**src/rtl/mem_read_arbiter.sv**
```systemverilog
// Shares one memory read port between the IFU and LSU, one transaction at a time.
// Define MEM_ARB_ROUND_ROBIN_EN for round-robin tie-break; default gives LSU fixed priority.
//
// state | meaning
// IDLE  | no transaction; a pending request is granted at the next edge
// BUSY  | mem_read_request high, waiting for mem_read_data_ready
module mem_read_arbiter #(
    parameter int ADDR_WIDTH     = 32,
    parameter int WORD_WIDTH     = 32,
    parameter int TIMEOUT_CYCLES = 256
) (
    input  logic                  clk_i,
    input  logic                  rst_ni,
    input  logic                  ifu_read_request_i,
    input  logic [ADDR_WIDTH-1:0] ifu_read_addr_i,
    output logic                  ifu_read_data_ready_o,
    output logic [WORD_WIDTH-1:0] ifu_read_data_o,
    input  logic                  lsu_read_request_i,
    input  logic [ADDR_WIDTH-1:0] lsu_read_addr_i,
    output logic                  lsu_read_data_ready_o,
    output logic [WORD_WIDTH-1:0] lsu_read_data_o,
    output logic                  mem_read_request_o,
    output logic [ADDR_WIDTH-1:0] mem_read_addr_o,
    input  logic                  mem_read_data_ready_i,
    input  logic [WORD_WIDTH-1:0] mem_read_data_i,
    output logic                  busy_o,
    output logic                  err_timeout_o
);

    localparam logic STATE_IDLE = 1'b0;
    localparam logic STATE_BUSY = 1'b1;
    localparam int CNT_W = $clog2(TIMEOUT_CYCLES + 1);
    localparam logic [CNT_W-1:0] CNT_MAX = CNT_W'(TIMEOUT_CYCLES);

    logic                  state_q, state_d;
    logic                  owner_lsu_q, owner_lsu_d;
    logic [ADDR_WIDTH-1:0] addr_q, addr_d;
    logic [CNT_W-1:0]      cnt_q, cnt_d;
    logic                  err_q, err_d;
    logic                  grant_lsu;

`ifdef MEM_ARB_ROUND_ROBIN_EN
    logic rr_ifu_pref_q, rr_ifu_pref_d;

    // On a tie, the requester not granted last wins.
    assign grant_lsu = lsu_read_request_i & (~ifu_read_request_i | ~rr_ifu_pref_q);

    always_comb begin
        rr_ifu_pref_d = rr_ifu_pref_q;
        if (state_q == STATE_IDLE && (ifu_read_request_i || lsu_read_request_i)) begin
            rr_ifu_pref_d = grant_lsu;
        end
    end

    always_ff @(posedge clk_i or negedge rst_ni) begin
        if (!rst_ni) begin
            rr_ifu_pref_q <= 1'b1;
        end else begin
            rr_ifu_pref_q <= rr_ifu_pref_d;
        end
    end
`else
    assign grant_lsu = lsu_read_request_i;
`endif

    always_comb begin
        state_d     = state_q;
        owner_lsu_d = owner_lsu_q;
        addr_d      = addr_q;
        cnt_d       = cnt_q;
        case (state_q)
            STATE_IDLE: begin
                if (ifu_read_request_i || lsu_read_request_i) begin
                    state_d     = STATE_BUSY;
                    owner_lsu_d = grant_lsu;
                    addr_d      = grant_lsu ? lsu_read_addr_i : ifu_read_addr_i;
                    cnt_d       = '0;
                end
            end
            default: begin
                if (cnt_q != CNT_MAX) begin
                    cnt_d = cnt_q + 1'b1;
                end
                if (mem_read_data_ready_i) begin
                    state_d = STATE_IDLE;
                end
            end
        endcase
        // Sticky error; the transaction itself keeps waiting for memory.
        err_d = err_q | (cnt_d == CNT_MAX);
    end

    always_ff @(posedge clk_i or negedge rst_ni) begin
        if (!rst_ni) begin
            state_q     <= STATE_IDLE;
            owner_lsu_q <= 1'b0;
            addr_q      <= '0;
            cnt_q       <= '0;
            err_q       <= 1'b0;
        end else begin
            state_q     <= state_d;
            owner_lsu_q <= owner_lsu_d;
            addr_q      <= addr_d;
            cnt_q       <= cnt_d;
            err_q       <= err_d;
        end
    end

    assign mem_read_request_o    = (state_q == STATE_BUSY);
    assign busy_o                = (state_q == STATE_BUSY);
    assign mem_read_addr_o       = addr_q;
    assign err_timeout_o         = err_q;
    assign ifu_read_data_ready_o = (state_q == STATE_BUSY) & mem_read_data_ready_i & ~owner_lsu_q;
    assign lsu_read_data_ready_o = (state_q == STATE_BUSY) & mem_read_data_ready_i & owner_lsu_q;
    assign ifu_read_data_o       = mem_read_data_i;
    assign lsu_read_data_o       = mem_read_data_i;

endmodule
```
**config.mk**
```make
export PLATFORM = sky130hd
export DESIGN_NAME = mem_read_arbiter
export DESIGN_NICKNAME = d
export VERILOG_FILES = /design/src/rtl/mem_read_arbiter.sv
export SDC_FILE = /design/constraint.sdc
export NUM_CORES = 1
export LEC_CHECK = 0
export CORE_MARGIN = 2
export CORE_UTILIZATION = 34
export CTS_CLUSTER_DIAMETER = 200
export DETAILED_ROUTE_END_ITERATION = 7
export PLACE_DENSITY = 0.78
export SYNTH_ARGS = -nofsm -noshare
export SYNTH_HDL_FRONTEND = slang
export SYNTH_SLANG_ARGS = --single-unit
```
**constraint.sdc**
```tcl
create_clock -name clk_i -period 2.2 [get_ports clk_i]
set_input_delay 0.22 -clock clk_i [delete_from_list [all_inputs] [get_ports clk_i]]
set_output_delay 0.22 -clock clk_i [all_outputs]
set_load 0.03 [all_outputs]
```
==> results.py <==
metrics = {
    "outcome": {
        "status": "finished, violations left",
        "violations": "negative hold slack",
    },
    "placement": {
        "dp_slack_ns": 0.255,
        "gp_congestion": 0.936,
        "dpl_cell_area_mm2": 0.00333,
        "hpwl_um": 4410,
        "portBuffers": 105,
        "place_inst": 413,
    },
    "floorplan": {
        "rows": 32,
        "coreArea_mm2": 0.00761,
        "initial_core_util": 0.346,
        "dieArea_mm2": 0.00846,
        "die_h_um": 92.0,
        "die_x_um": 92.0,
        "ios": 202,
    },
    "clocking": {
        "ctsResizeCount": 0,
        "cts_root_buf": "clkbuf_8",
        "clock_sinks": 44,
        "h-tree-depth": 2,
        "max-clock-path-buffers": 2,
        "cts_made_buffers": 5,
        "path_clk_slew_ns": 0.09,
        "clk-insertion-delay-late_ns": 0.29,
        "cts-hold-fix-buffers": 0,
        "cts_tree": "yes",
        "cts_setup_buffers": 0,
    },
    "detailed_routing": {
        "ant_nets": 0,
        "wl_met3_um": 454,
        "routed.top_layer": "met4",
        "dr_total_vias": 1967,
        "wire_per_inst_um": 13.6,
        "wl_met1_um": 2230,
        "wl_um": 5740,
        "drtPass1Iterations": 4,
        "drt-initial-drc-count": 22,
        "drc": 0,
        "wl_met2_um": 3010,
        "viasPerCell": 4.67,
    },
    "finish": {
        "nets": 421,
        "synthToLayoutAreaGrowth_pct": 30.9,
        "final_cells": 421,
        "antenna_cells": 0,
        "finalInstanceArea_mm2": 0.00345,
        "drive_gt1_frac": 0.0752,
        "finish.utilization": 0.453,
    },
    "logic_synthesis": {
        "ys_top_cells_by_count": "65 x buf_4, 44 x dfrtp_1, 38 x nand2_1, 35 x o21ai_0, 33 x mux2i_1",
        "synth_edf_count": 0,
        "synth_area_leaders": "dfrtp_1 42%, buf_4 19%, mux2i_1 13%, o21ai_0 6.7%, nand2_1 5.4%",
        "synth-seq-area-share": 0.418,
        "yosysTopAreaCell": "dfrtp_1",
        "syn_area_mm2": 0.00263,
        "synthDistinctLibCells": 35,
        "synth_top_flop_cell": "dfrtp_1",
        "ys_ff_latch": 44,
        "synthCells": 275,
        "ys_async_sr_fraction": 1.00,
        "synth_top_area_share": 0.418,
        "post_synth.cell_area_avg_um2": 9.57,
        "synthesis.nets": 378,
        "post-synth-top-count-cell": "buf_4",
        "synth-warning-count": 0,
    },
    "critical_path": {
        "cp-end-kind": "output port",
        "start_kind": "flop",
        "cp_max_fo": 16,
        "worstPathRequired_ns": 1.98,
        "arrival_ns": 1.82,
        "worstSetupPathType": "reg2out",
    },
    "power_and_ir_drop": {
        "power_mw": 2.74,
        "swShare": 0.345,
        "powerDensity_mw_per_mm2": 794,
        "seq_power_share": 0.393,
        "pwr-share-comb": 0.382,
        "p_leak_nw": 1.53,
        "ir_drop_mv": 0.329,
        "internal_power_mw": 1.79,
        "clockPowerShare": 0.224,
        "power.switching_uw": 944,
    },
    "sta": {
        "hold_viol": 1,
        "hold_slack_ns": -0.00204,
        "slew_headroom": 0.486,
        "drv_slew": 0,
        "setup_tns_ns": 0,
        "setup_violations": 0,
        "skew_ns": 0.00646,
        "worst_pin_slew_ns": 0.771,
        "rsz0062_at_grt": "false",
        "fin_ws_ns": 0.165,
        "clock.fmax_ghz": 0.491,
        "post-route-period-util": 0.925,
        "fin_crit_ns": 2.04,
    },
    "global_routing": {
        "grt.overflow.total": 0,
        "grt_usage": 0.132,
        "grt_pass1_wl_um": 9100,
        "antenna_found_initial": 0,
        "grt_max_degree": 45,
        "grt_pass1_vias": 1983,
    },
    "min_path": {
        "worstHoldPathType": "in2async",
    },
    "run": {
        "maxCapViolCount": 0,
    },
}
-- metal layers --
metal / GRT usage / vias up
met3: 0.0370 / 15
met1: 0.153 / 918
met2: 0.241 / 72
met5: 0 / -
met4: 0.0311 / 0
li1: - / 962
-- critical path, stage by stage, from the launching register on --
cell             delay, ns
dfrtp_1               0.63
and3_1                0.22
clkdlybuf4s50_1       0.67
-- flip-flops by register name, indices dropped and copies added (netlist names) --
| signal | count |
|---|---|
| busy_o | 1 |
| mem_read_addr_o | 32 |
| err_timeout_o | 1 |
| cnt_q | 9 |
| owner_lsu_q | 1 |
-- cell usage in the layout (no fill, tap or decap), types with 2 or more instances in the layout --
cell type	synthesis	routed
buf_4	65	9
a21oi_1	2	2
o211ai_1	2	2
mux2i_1	33	33
dfrtp_1	44	44
inv_1	4	4
nand2_1	38	38
nand3_1	6	6
clkbuf_8	0	5
a22o_1	2	2
nor3_1	3	3
buf_2	1	2
o31ai_1	2	2
ha_1	2	2
nand3b_1	2	2
clkdlybuf4s50_1	0	103
a21o_1	3	3
nand4_1	2	2
nor2_1	3	3
o21ai_0	35	35
-- area by class of cell --
type / count / area [um2]
clock buffers: 5 / 68.8
clock inverters: 3 / 42.5
fillers: 746 / 4160
inverters: 4 / 15.0
multi-input cells: 149 / 982
flip-flops and latches: 44 / 1100
well taps: 102 / 128
repair buffers: 114 / 1110
-- path summary, 6_finish.rpt --
| check | startpoint | end | slack (ns) | cells past startpoint |
|---|---|---|---|---|
| max reg2reg | cnt_q[2]$_DFF_PN0_ | err_timeout_o$_DFF_PN0_ | 0.25 | 5 |
| min in group clk_i | lsu_read_request_i | cnt_q[8]$_DFF_PN0_ | 0.35 | 3 |
| min reg2reg | mem_read_addr_o[2]$_DFFE_PN0P_ | mem_read_addr_o[2]$_DFFE_PN0P_ | 0.48 | 2 |
| max in group asynchronous | rst_ni | mem_read_addr_o[9]$_DFFE_PN0P_ | 1.62 | 2 |
| max | busy_o$_DFF_PN0_ | lsu_read_data_ready_o | 0.16 | 2 |
| min | rst_ni | mem_read_addr_o[0]$_DFFE_PN0P_ | -0.002 | 1 |
-- cell families after synthesis --
| logic type | share of synthesized area |
|---|---|
| buf+inv | 0.213 |
| simple gates | 0.103 |
| compound gates | 0.127 |
| flops | 0.418 |
| mux | 0.130 |
| fa+ha+maj | 0.00950 |
-- power by group through the flow --
stage / Combinational [mW] / Sequential [mW] / Clock [mW]
2_1_floorplan: 0.524 / 1.34 / 0
3_3_place_gp: 1.04 / 1.08 / 0
3_5_place_dp: 1.06 / 1.09 / 0
4_1_cts: 1.06 / 1.08 / 0.644
5_1_grt: 1.13 / 1.10 / 0.681
6_report: 1.05 / 1.08 / 0.613
(Power assumes the default switching activity.)
